--- src/rtl/mc_pipe_sequencer.sv ---
// Issue/hazard sequencer for the 4-stage microcoded datapath (S0..S3), plus the
// microcode field accessors. Optional macro MC_BYPASS_EN drops S3 from the hazard compare.

package microcode;
    localparam int WIDTH = 25;

    // Control flags live in the low bits; [24:6] is opaque datapath payload.
    function automatic logic mcs0_check_rs1_dep(input logic [WIDTH-1:0] mc);
        return mc[0];
    endfunction
    function automatic logic mcs0_check_rs2_dep(input logic [WIDTH-1:0] mc);
        return mc[1];
    endfunction
    function automatic logic mcs1_mem_in_use(input logic [WIDTH-1:0] mc);
        return mc[2];
    endfunction
    function automatic logic mcs2_alu_out_over_pc(input logic [WIDTH-1:0] mc);
        return mc[3];
    endfunction
    function automatic logic mcs2_jump_if_cmp(input logic [WIDTH-1:0] mc);
        return mc[4];
    endfunction
    function automatic logic mcs3_reg_we(input logic [WIDTH-1:0] mc);
        return mc[5];
    endfunction
endpackage

module mc_pipe_sequencer
    import microcode::*;
#(
    parameter int REG_AW   = 5,
    parameter int STALL_CW = 16
) (
    input  logic                clk,
    input  logic                rst_n,
    input  logic                issue_valid,
    output logic                issue_ready,
    input  logic [WIDTH-1:0]    issue_mc,
    input  logic [REG_AW-1:0]   issue_rs1,
    input  logic [REG_AW-1:0]   issue_rs2,
    input  logic [REG_AW-1:0]   issue_rd,
    input  logic                mem_busy,
    input  logic                cmp_true,
    output logic [3:0]          stage_valid,
    output logic [WIDTH-1:0]    s0_mc,
    output logic [WIDTH-1:0]    s1_mc,
    output logic [WIDTH-1:0]    s2_mc,
    output logic [WIDTH-1:0]    s3_mc,
    output logic [REG_AW-1:0]   s3_rd,
    output logic                flush,
    output logic [STALL_CW-1:0] stall_cycles
);

`ifdef MC_BYPASS_EN
    localparam int HAZ_STAGES = 3;
`else
    localparam int HAZ_STAGES = 4;
`endif

    logic [3:0]          r_vld;
    logic [WIDTH-1:0]    r_mc [0:3];
    logic [REG_AW-1:0]   r_rd [0:3];
    logic                r_flush;
    logic [STALL_CW-1:0] r_stall_cnt;

    logic w_mem_stall;
    logic w_jump;
    logic w_dep_hazard;
    logic w_ready;
    logic w_accept;

    assign w_mem_stall = r_vld[2] && mcs1_mem_in_use(r_mc[2]) && mem_busy;
    assign w_jump      = r_vld[2] && !w_mem_stall &&
                         (mcs2_alu_out_over_pc(r_mc[2]) || (mcs2_jump_if_cmp(r_mc[2]) && cmp_true));

    // A producer with rd==0 is skipped, which also covers the rs==0 exemption.
    always_comb begin
        w_dep_hazard = 1'b0;
        for (int i = 0; i < HAZ_STAGES; i++) begin
            if (r_vld[i] && mcs3_reg_we(r_mc[i]) && (r_rd[i] != '0)) begin
                if (mcs0_check_rs1_dep(issue_mc) && (issue_rs1 == r_rd[i]))
                    w_dep_hazard = 1'b1;
                if (mcs0_check_rs2_dep(issue_mc) && (issue_rs2 == r_rd[i]))
                    w_dep_hazard = 1'b1;
            end
        end
    end

    assign w_ready  = !w_mem_stall && !w_dep_hazard && !w_jump;
    assign w_accept = issue_valid && w_ready;
    // rst_n only gates the port so the async reset net never reaches flop data.
    assign issue_ready = rst_n && w_ready;

    always_ff @(posedge clk or negedge rst_n) begin
        if (!rst_n) begin
            r_vld       <= '0;
            r_flush     <= 1'b0;
            r_stall_cnt <= '0;
            for (int i = 0; i < 4; i++) begin
                r_mc[i] <= '0;
                r_rd[i] <= '0;
            end
        end else begin
            r_flush <= w_jump;
            if (issue_valid && !w_ready && (r_stall_cnt != '1))
                r_stall_cnt <= r_stall_cnt + STALL_CW'(1);

            if (w_mem_stall) begin
                r_vld[3] <= 1'b0;
                r_mc[3]  <= '0;
                r_rd[3]  <= '0;
            end else begin
                r_vld[3] <= r_vld[2];
                r_mc[3]  <= r_mc[2];
                r_rd[3]  <= r_rd[2];
                // Words moving into S1/S2 are the wrong-path ones on a taken jump.
                r_vld[2] <= r_vld[1] && !w_jump;
                r_mc[2]  <= w_jump ? '0 : r_mc[1];
                r_rd[2]  <= w_jump ? '0 : r_rd[1];
                r_vld[1] <= r_vld[0] && !w_jump;
                r_mc[1]  <= w_jump ? '0 : r_mc[0];
                r_rd[1]  <= w_jump ? '0 : r_rd[0];
                r_vld[0] <= w_accept;
                r_mc[0]  <= w_accept ? issue_mc : '0;
                r_rd[0]  <= w_accept ? issue_rd : '0;
            end
        end
    end

    assign stage_valid  = r_vld;
    assign s0_mc        = r_mc[0];
    assign s1_mc        = r_mc[1];
    assign s2_mc        = r_mc[2];
    assign s3_mc        = r_mc[3];
    assign s3_rd        = r_rd[3];
    assign flush        = r_flush;
    assign stall_cycles = r_stall_cnt;

endmodule

--- config.mk ---
export PLATFORM = sky130hd
export DESIGN_NAME = mc_pipe_sequencer
export DESIGN_NICKNAME = d
export VERILOG_FILES = /design/src/rtl/mc_pipe_sequencer.sv
export SDC_FILE = /design/constraint.sdc
export NUM_CORES = 1
export LEC_CHECK = 0
export CAP_MARGIN = 20
export CORE_MARGIN = 2
export CORE_UTILIZATION = 43
export DETAILED_ROUTE_END_ITERATION = 12
export GPL_TIMING_DRIVEN = 0
export PLACE_DENSITY = 0.79
export SETUP_SLACK_MARGIN = 0.15
export SLEW_MARGIN = 20
export SYNTH_ARGS = -nofsm -noshare
export SYNTH_HDL_FRONTEND = slang
export SYNTH_SLANG_ARGS = --single-unit
--- constraint.sdc ---
create_clock -name clk -period 2.2 [get_ports clk]
set_input_delay 0.22 -clock clk [delete_from_list [all_inputs] [get_ports clk]]
set_output_delay 0.22 -clock clk [all_outputs]
set_load 0.05 [all_outputs]
Word-level counts from Yosys, hierarchy flattened
Index checks and enable logic that the tools add are counted.
{"block": "totals", "elab_cells": 81, "out_inout_bits": 127, "ff_bits": 141, "input_bits": 45}
{"block": "op_classes", "n_reduce_logical": 38, "muxes": 21, "n_addsub": 1, "eq_ne": 9}
{"cell": "two-way mux 25 bit", "count": 4}
{"cell": "equality test 5 bit", "count": 8}
{"cell": "logical AND 1 bit", "count": 29}
{"cell": "two-way mux 5 bit", "count": 4}
{"cell": "nonzero test 5 bit", "count": 4}
{"cell": "adder 16 x 1 -> 16 bit, second input constant", "count": 1}
{"cell": "!= test 16 bit, second input constant", "count": 1}
{"cell": "two-way mux 1 bit", "count": 13}
{"cell": "logical NOT 1 bit", "count": 4}
{"cell": "logical OR 1 bit", "count": 1}

Logic depth before layout (Yosys ltp)
Gate-level depths: netlist (run 1).
{"block": "depth", "word_depth": 20, "ltp_mapped": 9, "mapped_depth_nobuf": 6}

Least setup slack after synthesis (run 1)
No wires, ideal clock.
{"block": "synth_path", "path_type": "flip-flop to output port", "startpoint": "reg r_vld[2], in the netlist stage_valid[2]", "endpoint": "out issue_ready", "setup_slack_ns": -0.531, "path_buffers": 2, "arrival_ns": 2.511, "stages_incl_launch_ff": 8, "path_cell_list": "dfrtp_1 -> nand3_1 -> and2_1 -> nor2b_1 -> buf_2 -> a211oi_1 -> buf_6 -> and3_2"}
{"block": "synth_between", "elab_chain_cells": 10, "word_cells_on_any_way": 16}
{"item": "start, declared", "line_no": "60", "rtl": "logic [3:0] r_vld;"}
{"item": "start signal, assigned", "line_no": "117", "rtl": "r_vld[2] <= r_vld[1] && !w_jump;"}
{"item": "logical AND 1 bit (2 in series)", "line_no": "80", "rtl": "if (r_vld[i] && mcs3_reg_we(r_mc[i]) && (r_rd[i] != '0)) begin"}
{"item": "two-way mux 1 bit", "line_no": "80"}
{"item": "two-way mux 1 bit", "line_no": "81", "rtl": "if (mcs0_check_rs1_dep(issue_mc) && (issue_rs1 == r_rd[i]))"}
{"item": "two-way mux 1 bit", "line_no": "83", "rtl": "if (mcs0_check_rs2_dep(issue_mc) && (issue_rs2 == r_rd[i]))"}
{"item": "two-way mux 1 bit", "line_no": "80"}
{"item": "logical NOT 1 bit", "line_no": "89", "rtl": "assign w_ready = !w_mem_stall && !w_dep_hazard && !w_jump;"}
{"item": "logical AND 1 bit", "line_no": "89"}
{"item": "logical AND 1 bit *", "line_no": "89"}
{"item": "logical AND 1 bit *", "line_no": "92", "rtl": "assign issue_ready = rst_n && w_ready;"}
{"item": "end, declared", "line_no": "37", "rtl": "output logic issue_ready,"}
Mark *: on every way between the ends. The rest lies on a longest branch, timed or not.

Worst setup path after layout (run 1)
{"block": "layout_path", "startpoint": "reg r_rd[11] in the netlist's numbering", "endpoint": "out issue_ready"}
{"block": "layout_between", "elab_chain_cells": 15, "word_cells_on_any_way": 19}
{"item": "start, declared", "line_no": "62", "rtl": "logic [REG_AW-1:0] r_rd [0:3];"}
{"item": "equality test 5 bit", "line_no": "81"}
{"item": "logical AND 1 bit", "line_no": "81"}
{"item": "two-way mux 1 bit", "line_no": "81"}
{"item": "two-way mux 1 bit", "line_no": "83"}
{"item": "two-way mux 1 bit *", "line_no": "80"}
{"item": "two-way mux 1 bit", "line_no": "81"}
{"item": "two-way mux 1 bit", "line_no": "83"}
{"item": "two-way mux 1 bit *", "line_no": "80"}
{"item": "two-way mux 1 bit", "line_no": "81"}
{"item": "two-way mux 1 bit", "line_no": "83"}
{"item": "two-way mux 1 bit *", "line_no": "80"}
{"item": "logical NOT 1 bit *", "line_no": "89"}
{"item": "logical AND 1 bit * (2 in series)", "line_no": "89"}
{"item": "logical AND 1 bit *", "line_no": "92"}
Marks and branches as above.

==> results of run 1 <==
-- registers in the layout (all words and copies together) (netlist names) --
signal	cells
s0_mc	25
s1_mc	25
s2_mc	25
s3_mc	25
stall_cycles	16
r_rd	15
s3_rd	5
stage_valid	4
flush	1
-- final cells by class --
type	instances	area [µm²]	area share
sequential	141	3540	0.386
multi-input combinational	372	2500	0.272
timing repair buffer	193	1980	0.215
clock buffer	18	439	0.0478
buffer	49	280	0.0305
tap	180	225	0.0245
clock inverter	14	204	0.0222
inverter	4	15.0	0.00164
-- critical path: stages, from the launching register on --
cell and delay, ns:
sky130_fd_sc_hd__dfrtp_2 0.45, sky130_fd_sc_hd__or3_1 0.37, sky130_fd_sc_hd__o311a_2 0.33, sky130_fd_sc_hd__a222oi_1 0.25
sky130_fd_sc_hd__buf_4 0.20, sky130_fd_sc_hd__buf_6 0.10, sky130_fd_sc_hd__and3_4 0.18, sky130_fd_sc_hd__buf_8 0.14
-- worst paths after layout --
kind	from	end	slack (ns)	cells after the start
worst max-delay path	r_rd[11]$_DFFE_PN0N_	issue_ready	-0.46	7
worst min-delay path	rst_n	s3_mc[15]$_DFF_PN0_	-0.31	1
worst max register to register	r_rd[11]$_DFFE_PN0N_	r_rd[16]$_DFFE_PN0N_	-0.37	11
worst min register to register	s2_mc[24]$_DFFE_PN0N_	s2_mc[24]$_DFFE_PN0N_	0.49	2
max in group asynchronous	rst_n	r_rd[7]$_DFFE_PN0N_	1.72	2
min in group clk	issue_mc[19]	s0_mc[19]$_DFFE_PN0N_	0.39	2
-- per-stage QoR --
step                setup TNS [ns]  cell area [µm²]
finish                      -11.93             9180
floorplan                    -3.54             6020
global placement           -646.21             7850
CTS                          -8.23             8790
global route                -14.25             9180
detailed placement          -33.70             7890
-- timing repair --
action / CTS / global route
endpoints found under the setup margin: 58 / 54
gates resized for setup: 40 / 53
pin swaps: 4 / 11
cloned: 3 / 0
endpoints found under the hold margin: 49 / 49
setup buffers: 11 / 17
-- logic make-up (layout without fill, tap and decap cells) --
logic type / count (synthesis) / count (layout) / synth area share
and+or+nand+nor: 196 / 196 / 0.146
DFF: 141 / 141 / 0.590
AOI/OAI and AO/OA: 119 / 119 / 0.135
xor gates and xnor gates: 55 / 55 / 0.0806
buffers and inverters: 53 / 278 / 0.0435
adders and majority gates: 1 / 1 / 0.00209
muxes: 1 / 1 / 0.00251
-- cells in the final DEF, fill, tap and decap left out, drive strengths merged, types with 5 or more instances in the layout --
master / instances
clkdlybuf4s50: 154
dfrtp: 141
nand2: 133
o21ai: 60
clkbuf: 54
buf: 47
xnor2: 43
and2: 30
a22o: 30
xor2: 12
a2111oi: 10
inv: 9
nand4: 8
nand3: 8
or3: 6
nor2: 5
dlymetal6s2s: 5
a211oi: 5
-- power by group through the flow --
| stage | Combinational (mW) | Clock (mW) | Sequential [mW] |
|---|---|---|---|
| final | 5.73 | 3.11 | 3.95 |
| after global routing | 5.99 | 3.26 | 4.03 |
| after CTS | 5.47 | 3.12 | 3.95 |
| after detailed placement | 5.18 | 0 | 4.01 |
| after global placement | 5.08 | 0 | 3.98 |
| after floorplan | 1.31 | 0 | 5.94 |
-- layer usage --
layer | vias to the layer above | part of all wire | global-route usage
li1 | 2339 | - | -
met1 | 2557 | 0.38 | 0.288
met2 | 250 | 0.51 | 0.410
met3 | 59 | 0.070 | 0.0707
met4 | 0 | 0.039 | 0.118
met5 | - | 0 | 0
==> impl_summary.md, run 1 <==
GRT
The first-pass GRT wire length is 27300 µm. The via count of the first global-routing pass is approximately 5.1k. The largest net degree at the start of global routing is 94. The overall track demand over capacity in global routing is 0.244. The global-route congestion overflow total is 0. The initial antenna violation count is 0.

Synthesis
By area the synthesized netlist is led by sky130_fd_sc_hd__dfrtp_1 59%, sky130_fd_sc_hd__nand2_1 8.4%, sky130_fd_sc_hd__xnor2_1 6.3%, sky130_fd_sc_hd__o21ai_0 5.0%, sky130_fd_sc_hd__a22o_1 4.4%. In this run, synthesis inferred 0 flip-flops with an integrated enable. Synthesis inferred 141 register bits. The most frequently used flop master after synthesis is sky130_fd_sc_hd__dfrtp_1. During synthesis, Yosys emitted a total of 0 warnings. In this run the mean area of a mapped cell was 10.6 µm². The biggest area consumer among synthesized cells is sky130_fd_sc_hd__dfrtp_1. In this run, distinct cell masters in the synthesized netlist total 35. The most common cell in the netlist is sky130_fd_sc_hd__dfrtp_1. The synthesized cell area is 0.00598 mm². The async set or reset register ratio after synthesis is 1.00. When the netlist entered floorplanning its net count stood at 612. Counting every instance in the synthesized netlist gives 566. The proportion of synthesized chip area in sequential cells is 0.590. The top cell type's share of synthesized area is 0.590.

Counting instances in the post-synthesis netlist gives the leading cell types as 141 x sky130_fd_sc_hd__dfrtp_1, 133 x sky130_fd_sc_hd__nand2_1, 60 x sky130_fd_sc_hd__o21ai_0.

Routing
The detail route stage leaves a number of antenna-violating nets equal to 0. The ratio of routed vias to standard cells is 5.36. The mean routed wirelength per cell is 19.0 µm. The total wire length after detailed routing is approximately 18000 µm. The first detailed-routing pass ran for 5 iterations.

Across all layers, the routed design uses ~5.2k vias. The remaining routing DRC violations is 0. The first-iteration detailed-routing DRC count is between 400 and 500.

Status
The flow ran to the end, but the final reports show violations. The final reports fail on hold timing, setup timing.

Worst setup path
The kind of critical path is flop to output pin. STA classifies the critical path startpoint as a flop. The largest fanout on the critical path is 5. The required arrival time at the worst endpoint is ~2.0 ns. The type of element capturing the critical path is an output pin. Data on the critical path arrives at its endpoint at approximately 2.4 ns.

Clock tree
At the later pin of the worst-skew pair, clock insertion delay measures 0.42 ns. Clock-pin slew was measured on the worst setup and hold paths at approximately 0.060 ns. The number of clock sinks is 141. Buffers inserted during clock tree synthesis total 17. TritonCTS built the clock tree. The clock root buffer is sky130_fd_sc_hd__clkbuf_16. The number of levels the H-tree was split into is 4.

The maximum buffer depth of the clock tree is 2.

Layout
The final core utilization is 0.669. The layout cell share with drive strength beyond 1 is 0.157. The synthesis-to-layout area growth is 53.6%. The final layout contains 824 nets. The number of standard cells in the final layout excluding fillers is 971.

The layout has roughly 980 filler cells. The number of antenna cells inserted is 0.

Power and ir drop
Of the total power, the share spent switching nets is 0.427. The clock share of power is 0.243. The net switching power is 5.46 mW. The share of total power dissipated in combinational logic is 0.448.

Summed over all cells, the static leakage comes to between 3 and 4 nW. Dividing total power by cell area gives a power density of 1390 mW/mm². The sequential share of power is 0.309. The total power draw is 12.8 mW. The internal power is 7.33 mW. The worst-case vdd ir drop is approximately 0.76 mV.

Timing
The worst slew margin relative to its limit is 0.601. The tightest hold path in the finished design has a slack of -0.311 ns. The clock period minus worst slack is 2.66 ns.

The count of final max-slew check failures is 0. Setup violations remaining at the end of the flow were counted as 48. The number of endpoints with negative hold slack in the final report was 49. The maximum clock frequency is around 0.38 GHz. The least setup slack across all paths after layout is -0.460 ns. At the pin with the least slew margin, the transition time is 0.597 ns. Setup repair after global routing could not meet its margin everywhere.

The final cycle utilization of the critical path is 1.21. The largest clock skew in the final design is 0.0112 ns.

Die
The I/O pin count is 172. The width of the chip is 122 µm. The core region is 0.0137 mm².

Measured along the y axis, the die boundary spans 122 µm. After floorplanning, the core was divided into 43 placement rows. The starting utilization of the core area is 0.436. The floorplan die area is between 0.01 and 0.015 mm².

Placement
The half-perimeter wire length of the detailed placement result is about 12000 µm. Routability-driven placement finished with a final weighted congestion of 0.845. The pre-CTS setup slack is -1.34 ns. The count of input and output buffers is 161.

The number of placed cells counting well taps is around 900.

Run
Max-cap violations in this run came to 0.

Worst hold path
The tightest min-delay check is of the primary input to async pin type.
No activity file was read; power rests on OpenSTA's default activity.
==> run 2, diff against run 1 <==
--- a/config.mk
+++ b/config.mk
@@ -8,6 +8,8 @@
 export CAP_MARGIN = 20
 export CORE_MARGIN = 2
 export CORE_UTILIZATION = 43
+export CTS_CLUSTER_DIAMETER = 80
+export CTS_CLUSTER_SIZE = 28
 export DETAILED_ROUTE_END_ITERATION = 12
 export GPL_TIMING_DRIVEN = 0
 export PLACE_DENSITY = 0.79
==> constraint.sdc (replaced) <==
create_clock -name clk -period 2.3 [get_ports clk]
set_input_delay 0.23 -clock clk [delete_from_list [all_inputs] [get_ports clk]]
set_output_delay 0.23 -clock clk [all_outputs]
set_load 0.05 [all_outputs]
==> impl_summary.md, run 2 (synthesis gave the netlist of run 1 again) <==
Status
The flow ran to the end, but the final reports show violations. The checks that failed: hold timing, setup timing.

GRT
Global routing finished with a remaining overflow of 0. The first-pass GRT wire length is about 28000 µm. The via count of the first global-routing pass is 5295. In the global route stage, overall resource usage came out at 0.251. The largest net degree at the start of global routing is between 100 and 150. The initial antenna violation count is 0.

Worst setup path
The worst setup path is launched from a flop. For the worst setup path, the data arrival time is 2.50 ns. The library cell contributing the largest single delay on the critical path is sky130_fd_sc_hd__dfrtp_1. The gate family responsible for the most delay along the worst path is compound AO/OA/AOI/OAI gates. The sum of buffers and inverters on the critical path is 2. The worst setup path is captured at an output pin. Along the worst path, the maximum fanout reaches 10.

The critical path is of the flop to output pin type. The signal on the critical path passes through or3_1 > o311a_1 > a211oi_4 > buf_6 > and3_4 > buf_8. The largest stage delay on the critical path is 0.45 ns. The required arrival time at the worst endpoint is 2.07 ns.

Placement
The half-perimeter wire length of the detailed placement result is 12400 µm. The count of input and output buffers is 161. The number of placed cells counting well taps is 908. The final RePlAce weighted congestion is 0.840. The placed cell area is 0.00789 mm².

Die
For this configuration, the core starts out at a cell density of 0.436. The floorplan step defined a die boundary enclosing 0.0149 mm². The width of the chip is between 100 and 150 µm.

The die span in y is 122 µm. The number of placement rows is between 40 and 50. The core area is 0.0137 mm². The I/O pin count is between 150 and 200.

Routing
The routed layout has 5147 vias. The antenna violation net count after detailed routing is 0. Dividing the detail-routed via count by the number of cells gives 5.33. The first-iteration detailed-routing DRC count is 538.

The count of TritonRoute iterations in the first routing pass is 5. The total wire length after detailed routing is 18500 µm. For this run, design rule violations remaining after detail routing come to 0. After detailed routing, the average wire length per cell comes to 19.2 µm.

Power and ir drop
The static leakage is 3.86 nW. The worst-case IR drop observed on VDD is between 0.6 and 0.7 mV. The total power density per cell area is 1310 mW/mm². The completed layout was analyzed and its total power is 11.9 mW.

Timing
The largest clock skew in the final design is 0.00697 ns. The setup TNS is -10.60 ns. The count of final max-slew check failures is 0. Setup repair after global routing could not meet its margin everywhere.

For the pin with the worst max-slew slack, the measured transition is 0.576 ns. The number of endpoints with negative hold slack in the final report was 39. The worst slew margin relative to its limit is 0.615. Of the available clock period, the critical path in the final layout requires 1.19.

The maximum clock frequency is roughly 0.37 GHz. Once routing completed, OpenROAD measured the worst setup slack at -0.427 ns. Across all hold checks on the routed design, the worst slack comes to -0.324 ns. The smallest clock period supported by the final layout is computed as 2.73 ns. Setup violations remaining at the end of the flow were counted as 48.

Worst hold path
The min-delay analysis places its worst path in the category primary input to async pin.

Clock tree
The clock net in this run drives a total of approximately 140 sinks. The clock root buffer is sky130_fd_sc_hd__clkbuf_16. The clock passes through at most 2 buffers. The register clock-pin slew on the reported worst setup and hold paths is 0.06 ns. The number of levels the H-tree was split into is 4. The TritonCTS clock tree is yes. The later pin in the worst-skew pair is clocked with a latency of 0.42 ns. The number of CTS-inserted buffers is 17.

Layout
The post-layout instance area is 0.00910 mm². The net count of the finished layout is 820. In the layout the commonest cells are 159 x sky130_fd_sc_hd__clkdlybuf4s50_1, 133 x sky130_fd_sc_hd__nand2_1, 133 x sky130_fd_sc_hd__dfrtp_1, 60 x sky130_fd_sc_hd__o21ai_0, 38 x sky130_fd_sc_hd__xnor2_1. In the final layout, the share of cells above drive strength 1 is 0.137. The number of antenna cells inserted is 0.

Excluding fillers, the count of instances in the completed layout stands at 966. Compared with the post-synthesis result, the final layout area differs by 52.3%. The most common cell after layout, fill and taps aside is sky130_fd_sc_hd__clkdlybuf4s50_1.

Run
The total of max-cap violations is 0.
-- run 2: cell types whose count changed in the layout (fill, tap and decap cells not counted), sizes merged, moves of 3 or more --
cell	delta
buf	-5
clkinvlp	+3
inv	-3
dlymetal6s2s	-5
clkdlybuf4s50	+5
-- run 2: layout make-up --
class / count / area (µm²)
clock inverters: 12 / 140
plain buffers: 49 / 282
flip-flops and latches: 141 / 3540
repair buffers: 189 / 2020
well taps: 180 / 225
fillers: 1019 / 4620
inverters: 4 / 15.0
multi-input cells: 372 / 2440
clock buffers: 19 / 443
-- run 2: what timing repair did --
action | CTS | global route
gates cloned | 3 | 1
setup endpoints to repair | 49 | 67
pin swaps | 9 | 13
setup buffers | 16 | 7
resized for setup | 54 | 21
endpoints found under the hold margin | 39 | 39
-- run 2: layer usage --
layer  wire length, µm  track usage  vias to the layer above  part of all wire
met1              7080        0.302                     2544              0.38
met5                 0            0                        -                 0
met4               695        0.119                        0             0.038
met3              1110       0.0693                       57             0.060
met2              9630        0.418                      223              0.52
li1                  -            -                     2323                 -
-- run 2: power breakdown --
group	total (mW)	switching (mW)	internal [mW]
clock	2.70	1.08	1.63
sequential	3.81	0.650	3.16
combinational	5.38	3.44	1.94
total	11.9	5.17	6.73
-- run 2: through the flow --
step / hold WS (ns) / utilization / worst slack [ns]
3_5_place_dp: 0.123 / 0.575 / -1.27
4_1_cts: -0.324 / 0.648 / -0.386
5_1_grt: -0.319 / 0.664 / -0.472
6_report: -0.324 / 0.664 / -0.427
2_1_floorplan: -0.0656 / - / -0.105
3_3_place_gp: 0.482 / 0.572 / -4.72
-- run 2: worst paths after layout --
kind                                           start                     to  slack [ns]  depth (start not counted)
worst min register to register  s2_mc[1]$_DFFE_PN0N_   s2_mc[1]$_DFFE_PN0N_        0.50                          2
worst min-delay path                           rst_n    s3_mc[14]$_DFF_PN0_       -0.32                          1
min in group clk                        issue_mc[23]  s0_mc[23]$_DFFE_PN0N_        0.40                          2
worst max-delay path             r_rd[8]$_DFFE_PN0N_            issue_ready       -0.43                          6
max in group asynchronous                      rst_n   r_rd[11]$_DFFE_PN0N_        1.80                          2
worst max register to register  r_rd[11]$_DFFE_PN0N_   s0_mc[2]$_DFFE_PN0N_       -0.32                         12
==> run 3, diff against run 2 <==
--- a/config.mk
+++ b/config.mk
@@ -13,6 +13,7 @@
 export DETAILED_ROUTE_END_ITERATION = 12
 export GPL_TIMING_DRIVEN = 0
 export PLACE_DENSITY = 0.79
+export RECOVER_POWER = 50
 export SETUP_SLACK_MARGIN = 0.15
 export SLEW_MARGIN = 20
 export SYNTH_ARGS = -nofsm -noshare
==> results of run 3 <==
No change in the layout: final DEF, timing and power equal those of run 2.
